===== config.mk =====
export PLATFORM = sky130hd
export DESIGN_NAME = msi_interrupt_ctrl_flat
export DESIGN_NICKNAME = d
export VERILOG_FILES = /design/src/rtl/msi_interrupt_ctrl_if.sv /design/src/rtl/msi_interrupt_ctrl.sv /design/src/flat_wrapper.sv
export SDC_FILE = /design/constraint.sdc
export NUM_CORES = 1
export LEC_CHECK = 0
export ABC_AREA = 1
export BUFFER_PORTS_ARGS = -buffer_cell sky130_fd_sc_hd__buf_2
export CAP_MARGIN = 20
export CORE_ASPECT_RATIO = 0.7
export CORE_MARGIN = 2
export CORE_UTILIZATION = 30
export DETAILED_ROUTE_END_ITERATION = 10
export GPL_TIMING_DRIVEN = 0
export PLACE_DENSITY = 0.56
export SLEW_MARGIN = 30
export SYNTH_ARGS = -nofsm -noshare
export SYNTH_HDL_FRONTEND = slang
export SYNTH_SLANG_ARGS = --single-unit

===== constraint.sdc =====
create_clock -name clk -period 2 [get_ports clk]
set_clock_uncertainty 0.1 [all_clocks]
set_input_delay 0.1 -clock clk [delete_from_list [all_inputs] [get_ports clk]]
set_output_delay 0.1 -clock clk [all_outputs]
set_load 0.005 [all_outputs]

===== src/rtl/msi_interrupt_ctrl_if.sv =====
// PCIe endpoint configuration interrupt interface (Virtex-5 cfg_interrupt_* group).
// The controller is the master; the endpoint is the slave.
interface msi_interrupt_ctrl_if;
    logic       cfg_interrupt_n;
    logic       cfg_interrupt_rdy_n;
    logic       cfg_interrupt_assert_n;
    logic       cfg_interrupt_msienable;
    logic [7:0] cfg_interrupt_di;

    modport master (
        output cfg_interrupt_n,
        output cfg_interrupt_assert_n,
        output cfg_interrupt_di,
        input  cfg_interrupt_rdy_n,
        input  cfg_interrupt_msienable
    );

    modport slave (
        input  cfg_interrupt_n,
        input  cfg_interrupt_assert_n,
        input  cfg_interrupt_di,
        output cfg_interrupt_rdy_n,
        output cfg_interrupt_msienable
    );
endinterface


===== src/rtl/msi_interrupt_ctrl.sv =====
// MSI interrupt controller: turns level requests from the Rx/Tx interrupt generators
// into single MSI handshakes on the endpoint cfg interface, with a programmable holdoff.
module msi_interrupt_ctrl #(
    parameter int unsigned HOLDOFF_W  = 16,
    parameter logic [7:0]  MSI_VECTOR = 8'h00
) (
    input  logic                 clk,
    input  logic                 reset,
    input  logic                 rx_send_interrupt,
    input  logic                 tx_send_interrupt,
    input  logic                 interrupts_enabled,
    input  logic [HOLDOFF_W-1:0] holdoff_cycles,
    msi_interrupt_ctrl_if.master cfg,
    output logic [1:0]           irq_source,
    output logic [31:0]          interrupt_count
);
    localparam int unsigned COUNT_W = 32;

    typedef enum logic [1:0] {
        IDLE    = 2'd0,
        REQ     = 2'd1,
        HOLDOFF = 2'd2
    } state_t;

    state_t               state;
    logic [HOLDOFF_W-1:0] holdoff_cnt;
    logic                 launch_c;

    assign launch_c = (rx_send_interrupt | tx_send_interrupt) & interrupts_enabled
                    & cfg.cfg_interrupt_msienable;

    // Once launched, a request is held until the endpoint acknowledges it.
    always_ff @(posedge clk or posedge reset) begin
        if (reset) begin
            state                      <= IDLE;
            holdoff_cnt                <= '0;
            irq_source                 <= 2'b00;
            interrupt_count            <= '0;
            cfg.cfg_interrupt_n        <= 1'b1;
            cfg.cfg_interrupt_assert_n <= 1'b1;
            cfg.cfg_interrupt_di       <= MSI_VECTOR;
        end else begin
            cfg.cfg_interrupt_assert_n <= 1'b1;
            cfg.cfg_interrupt_di       <= MSI_VECTOR;
            case (state)
                IDLE: begin
                    if (launch_c) begin
                        cfg.cfg_interrupt_n <= 1'b0;
                        irq_source          <= {tx_send_interrupt, rx_send_interrupt};
                        state               <= REQ;
                    end
                end
                REQ: begin
                    if (!cfg.cfg_interrupt_rdy_n) begin
                        cfg.cfg_interrupt_n <= 1'b1;
                        interrupt_count     <= interrupt_count + COUNT_W'(1);
                        holdoff_cnt         <= holdoff_cycles;
                        state               <= HOLDOFF;
                    end
                end
                HOLDOFF: begin
                    // Counting down from holdoff_cycles plus the IDLE launch cycle
                    // yields a gap of holdoff_cycles+2 between requests.
                    if (holdoff_cnt == '0) begin
                        state <= IDLE;
                    end else begin
                        holdoff_cnt <= holdoff_cnt - HOLDOFF_W'(1);
                    end
                end
                default: begin
                    state <= IDLE;
                end
            endcase
        end
    end
endmodule


===== src/flat_wrapper.sv =====
// flat-port wrapper written by rule: the top's interface ports become plain ports
module msi_interrupt_ctrl_flat 
#(
    parameter int unsigned HOLDOFF_W  = 16,
    parameter logic [7:0]  MSI_VECTOR = 8'h00
)
  (clk, reset, rx_send_interrupt, tx_send_interrupt, interrupts_enabled, holdoff_cycles, irq_source, interrupt_count, cfg_cfg_interrupt_n, cfg_cfg_interrupt_assert_n, cfg_cfg_interrupt_di, cfg_cfg_interrupt_rdy_n, cfg_cfg_interrupt_msienable);
  msi_interrupt_ctrl_if cfg_i ();
  input  logic clk;
  input  logic reset;
  input  logic rx_send_interrupt;
  input  logic tx_send_interrupt;
  input  logic interrupts_enabled;
  input  logic [HOLDOFF_W-1:0] holdoff_cycles;
  output logic [1:0] irq_source;
  output logic [31:0] interrupt_count;
  output wire logic [$bits(cfg_i.cfg_interrupt_n)-1:0] cfg_cfg_interrupt_n;
  output wire logic [$bits(cfg_i.cfg_interrupt_assert_n)-1:0] cfg_cfg_interrupt_assert_n;
  output wire logic [$bits(cfg_i.cfg_interrupt_di)-1:0] cfg_cfg_interrupt_di;
  input wire logic [$bits(cfg_i.cfg_interrupt_rdy_n)-1:0] cfg_cfg_interrupt_rdy_n;
  input wire logic [$bits(cfg_i.cfg_interrupt_msienable)-1:0] cfg_cfg_interrupt_msienable;
  assign cfg_cfg_interrupt_n = cfg_i.cfg_interrupt_n;
  assign cfg_cfg_interrupt_assert_n = cfg_i.cfg_interrupt_assert_n;
  assign cfg_cfg_interrupt_di = cfg_i.cfg_interrupt_di;
  assign cfg_i.cfg_interrupt_rdy_n = cfg_cfg_interrupt_rdy_n;
  assign cfg_i.cfg_interrupt_msienable = cfg_cfg_interrupt_msienable;
  msi_interrupt_ctrl #(.HOLDOFF_W(HOLDOFF_W), .MSI_VECTOR(MSI_VECTOR)) u_core (.clk(clk), .reset(reset), .rx_send_interrupt(rx_send_interrupt), .tx_send_interrupt(tx_send_interrupt), .interrupts_enabled(interrupts_enabled), .holdoff_cycles(holdoff_cycles), .cfg(cfg_i), .irq_source(irq_source), .interrupt_count(interrupt_count));
endmodule

==> results.yml, run 1 <==
run_status:
  outcome: "completed"
critical_path:
  critPathKind: "reg -> reg"
  worstSetupStartpointType: "register"
  path_max_fanout: 10
  crit_arrival_ps: 1950
  crit_slowest_cell: "dfrtp_1"
  crit_chain: "inv_2, ha_2, nand3_4, nor2_2, nand2_1, nand2_4, nand2_4, buf_6, nand3_1, nand2_1"
  crit_required_ps: 2080
  worst_path_largest_cell_delay_ps: 390
  cp-end-kind: "register"
  crit_buf_inv: 2
  r2r_cells: 10
  cpLargestDelayFamily: "simple AND/OR/NAND/NOR gates"
  crit_cells: 10
placement:
  gp_congestion: 0.8793
  place_hpwl_mm: 6.881
  place_inst: 713
  io_buffers: 57
worst_hold_path:
  hp-class: "in -> reg"
  min_delay_path_depth: 4
synthesis:
  synthCells: 495
  ys_async_sr_fraction: 1.000
  synth_area_um2: 3379
  ys_warn_count: 0
  synthFlopType: "dfrtp_1"
  yosysUniqueCellTypes: 33
  synth_edf_count: 0
  seq_area_frac_synth: 0.3928
  synth.ff_latch_count: 53
  synth_area_per_cell_um2: 6.827
cts:
  clockRootBuffer: "clkbuf_16"
  insertion_delay_ps: 290
  clk_pin_slew_ps: 70
  htree_levels: 2
  clk_path_buf_depth: 2
  postCtsSetupRepairBufs: 0
  cts_tree: "yes"
  cts_sinks: 53
  numCtsBuffers: 5
floorplan:
  start_util: 0.3069
  ios: 67
  die_h_um: 92.80
  die_w_um: 130.9
  dieArea_um2: 12140
  core_um2: 11010
  fp-row-count: 32
timing:
  hold_violations: 0
  period_needed_ps: 1867
  setup-violations-final: 0
  max_slew_margin: 0.6528
  rsz0062_at_grt: "no"
  min_period_over_period: 0.9334
  fmax_mhz: 535.7
  slew_violations: 0
  hold-worst-slack_ps: 13.59
  worst_slew_pin_slew_ps: 520.7
final_layout:
  drive_gt1_frac: 0.1926
  syn_to_final_growth_pct: 21.44
  mostFrequentLayoutCells: "nand2_1, nor2_1, buf_2, dfrtp_1"
  final_nets: 595
  diodes: 0
  layout_commonest_cell: "nand2_1"
  fin_cells: 724
global_routing:
  antenna_found_initial: 0
  grt_usage: 0.1481
  grt_pass1_vias: 2861
  grt_pass1_wl_mm: 14.34
  grt_max_degree: 37
  gr-total-overflow: 0
routing:
  drcViolationCount: 0
  firstDrtPassIters: 4
  drt-initial-drc-count: 182
  postRouteAntennaNets: 0
  vias_per_cell: 4.453
  post_drt_wl_per_cell_um: 12.18
  num_vias: 3224
  drt_wl_total_mm: 8.817
pwr:
  cellLeakagePower_uw: 0.002092
  ir_worst_vdd_uv: 463.3
  p_per_area_nw_per_um2: 969.8
job:
  drv_cap: 0
==> report_power, final <==
group          total [uW]  switching (uW)  internal, uW
clock network         901             426           474
logic                1520             965           557
registers            1560             239          1320
total                3980            1630          2350
==> cells by family after synthesis <==
logic type | Yosys count | share of synthesized area
flops | 53 | 0.3928
compound gates | 22 | 0.03517
buf+inv | 54 | 0.07516
xor+xnor | 17 | 0.04406
simple gates | 345 | 0.4432
other cells | 2 | 0.002222
fa+ha+maj | 2 | 0.007403
==> cell type report <==
type / instances / area (um2)
clock inverter: 3 / 25.02
fill: 1172 / 6907
multi-input combinational: 395 / 1842
timing repair buffer: 61 / 335.3
tap: 153 / 191.4
inverter: 38 / 145.1
sequential: 53 / 1329
buffer: 16 / 111.4
clock buffer: 5 / 125.1
==> path summary, 6_finish.rpt <==
path	end	from	slack, ps
setup / recovery	u_core.holdoff_cnt[12]$_DFFE_PP0P_	u_core.holdoff_cnt[0]$_DFFE_PP0P_	130
hold / removal	u_core.holdoff_cnt[13]$_DFFE_PP0P_	holdoff_cycles[13]	10
setup reg to reg	u_core.holdoff_cnt[12]$_DFFE_PP0P_	u_core.holdoff_cnt[0]$_DFFE_PP0P_	130
hold reg to reg	u_core.cfg.cfg_interrupt_n$_DFFE_PP1P_	u_core.cfg.cfg_interrupt_n$_DFFE_PP1P_	360
max in group asynchronous	u_core.cfg.cfg_interrupt_n$_DFFE_PP1P_	reset	1080
min in group asynchronous	u_core.interrupt_count[5]$_DFFE_PP0P_	reset	190
==> metal layers <==
| layer | GRT usage | share of wire | vias up |
|---|---|---|---|
| met5 | 0 | 0 | - |
| met4 | 0.02837 | 0.0045 | 0 |
| met3 | 0.02426 | 0.060 | 2 |
| met2 | 0.2049 | 0.41 | 70 |
| met1 | 0.2380 | 0.53 | 1485 |
| li1 | - | - | 1667 |
==> Yosys cell counts (3+ instances only) <==
cell / count / area [um2]
nor2_1: 70 / 262.8
o21ai_1: 6 / 30.03
nand2_2: 4 / 25.02
buf_4: 9 / 67.56
clkbuf_1: 3 / 11.26
nand2_1: 201 / 754.5
or2_2: 6 / 37.54
xnor2_1: 7 / 61.31
xor2_1: 10 / 87.58
o21ai_0: 11 / 55.05
nand3b_1: 13 / 97.59
nand3_1: 34 / 170.2
dfrtp_1: 52 / 1301
nor2_2: 6 / 37.54
inv_1: 36 / 135.1
==> tightest hold or removal path, cell delays in order <==
cell,delay (ps)
buf_2,70
or2_2,90
nand3_1,60
nand2_1,50
==> registers in the layout, summed over array words and instances (netlist names) <==
signal and cells:
u_core.cfg.cfg_interrupt_n 1, u_core.holdoff_cnt 16, u_core.interrupt_count 32, u_core.irq_source 2
u_core.state 2
==> metrics by stage <==
stage	total power, uW	utilization	setup slack (ps)	cell area [um2]	TNS (ps)
floorplan	2615	-	345.9	3406	0
global placement	3009	0.3526	-271.9	3882	-13930
detailed placement	3040	0.3547	57.28	3905	0
CTS	3977	0.3710	18.85	4085	0
global route	4333	0.3727	26.65	4104	0
finish	3980	0.3727	133.3	4104	0
==> timing repair <==
action | 4_1_cts | 5_1_grt
hold buffers | 3 | 0
gates resized for setup | 0 | 6
endpoints found under the setup margin | 0 | 18
hold endpoints to repair | 54 | 0
Power figures use the tool's default switching activity.
==> run 2, diff against run 1 <==
- RECOVER_POWER: default -> 100
==> run 2 against run 1 <==
Against the previous run:
- register-to-register slack about the same
- worst hold slack worse by 1.0 ps
- highest routed layer unchanged
- largest cell class unchanged
- combinational power about the same
- fmax down 0.53%
==> results.yml, run 2 (synthesis results as in run 1) <==
critical_path:
  crit_buf_inv: 2
  crit_required_ps: 2080
  r2r_cells: 10
  cpLargestDelayFamily: "simple AND/OR/NAND/NOR gates"
  crit_chain: "inv_2, ha_2, nand3_4, nor2_2, nand2_1, nand2_4, nand2_4, buf_6, nand3_1, nand2_1"
  crit_arrival_ps: 1960
  worst_path_largest_cell_delay_ps: 390
  crit_slowest_cell: "dfrtp_1"
  worstSetupStartpointType: "register"
  critPathKind: "reg -> reg"
  cp-end-kind: "register"
  path_max_fanout: 10
  crit_cells: 10
timing:
  hold_violations: 0
  max_slew_margin: 0.4717
  slew_violations: 0
  fmax_mhz: 532.8
  setup-violations-final: 0
  setup_tns_ps: 0
  rsz0062_at_grt: "no"
  worst_slew_pin_slew_ps: 788.1
  min_period_over_period: 0.9384
  period_needed_ps: 1877
pwr:
  cellLeakagePower_uw: 0.001993
  ir_worst_vdd_uv: 463.1
  p_per_area_nw_per_um2: 977.7
floorplan:
  ios: 67
  die_w_um: 130.9
  start_util: 0.3069
  dieArea_um2: 12140
  fp-row-count: 32
  die_h_um: 92.80
  core_um2: 11010
worst_hold_path:
  hp-class: "in -> reg"
  min_delay_path_depth: 4
final_layout:
  drive_gt1_frac: 0.1471
  layout_commonest_cell: "nand2_1"
  top_register: "u_core.interrupt_count"
  mostFrequentLayoutCells: "nand2_1, nor2_1, dfrtp_1, buf_2, inv_1"
  utilization: 0.3682
  top_regs: "u_core.interrupt_count x32, u_core.holdoff_cnt x16"
  syn_to_final_growth_pct: 19.96
  final_nets: 595
  diodes: 0
  largest_reg_flops: 32
placement:
  place_hpwl_mm: 6.881
  gp_congestion: 0.8793
  io_buffers: 57
global_routing:
  grt.busiest_layer: "met1"
  grtUsageMet3: 0.02426
  use_met2: 0.2049
  gr-total-overflow: 0
  grt_pass1_vias: 2861
  grt_use_met1: 0.2380
  antenna_found_initial: 0
  grt_pass1_wl_mm: 14.34
  grt_usage: 0.1481
  grt_max_degree: 37
routing:
  vias_per_cell: 4.468
  drt_wl_total_mm: 8.834
  post_drt_wl_per_cell_um: 12.20
  num_vias: 3235
  firstDrtPassIters: 4
  drcViolationCount: 0
  postRouteAntennaNets: 0
  drt-initial-drc-count: 220
cts:
  clockRootBuffer: "clkbuf_16"
  htree_levels: 2
  insertion_delay_ps: 290
  cts_tree: "yes"
  numCtsBuffers: 5
  clk_path_buf_depth: 2
  clk_pin_slew_ps: 70
  postCtsSetupRepairBufs: 0
  cts_sinks: 53
run_status:
  outcome: "completed"
job:
  drv_cap: 0
-- run 2: cell count changes in the layout (fill, tap and decap cells not counted), moves of 2 or more --
cell / change
buf_2: -21
nand2_1: +2
nor2_2: -2
nor2_1: +2
clkbuf_1: +20
nand2_2: -2
-- run 2: layer usage --
layer	vias to the layer above	share of wire
li1	1667	-
met1	1493	0.52
met2	71	0.41
met3	4	0.061
met4	0	0.0060
met5	-	0
-- run 2: power breakdown --
part | switching, uW | internal [uW]
clock | 428 | 475
combinational | 962 | 540
sequential | 241 | 1320
-- run 2: worst min-delay path, stage by stage --
cell	delay [ps]
buf_2	70
or2_2	90
nand3_1	60
nand2_1	50
-- run 2: through the flow --
step                      instances  setup WS (ps)  hold WS (ps)  power [uW]  area [um2]
after detailed placement        713          57.28        -40.27        3040        3905
after global routing            724          14.92         35.12        4312        4054
final                           724          123.3         12.55        3964        4054
after floorplan                 502          345.9         143.1        2615        3406
after CTS                       724          18.85         13.51        3977        4085
after global placement          712         -271.9         271.2        3009        3882
-- run 2: cell type report --
cell class	count	area, um2
multi-input combinational	395	1832
inverter	38	143.9
timing repair buffer	61	297.8
tap	153	191.4
fill	1187	6957
buffer	16	110.1
sequential	53	1329
clock inverter	3	25.02
clock buffer	5	125.1
-- run 2: worst paths after layout --
check                                                       startpoint                                     end  slack (ps)
worst max-delay path                 u_core.holdoff_cnt[0]$_DFFE_PP0P_      u_core.holdoff_cnt[12]$_DFFE_PP0P_         120
worst min-delay path                                holdoff_cycles[13]      u_core.holdoff_cnt[13]$_DFFE_PP0P_          10
worst max register to register       u_core.holdoff_cnt[0]$_DFFE_PP0P_      u_core.holdoff_cnt[12]$_DFFE_PP0P_         120
worst min register to register  u_core.cfg.cfg_interrupt_n$_DFFE_PP1P_  u_core.cfg.cfg_interrupt_n$_DFFE_PP1P_         360
max in group asynchronous                                        reset   u_core.interrupt_count[0]$_DFFE_PP0P_         420
min in group asynchronous                                        reset   u_core.interrupt_count[5]$_DFFE_PP0P_         350
-- run 2: repair_timing --
action | CTS | global route
hold endpoints to repair | 54 | 0
resized for setup | 0 | 6
setup endpoints to repair | 0 | 18
hold buffers | 3 | 0
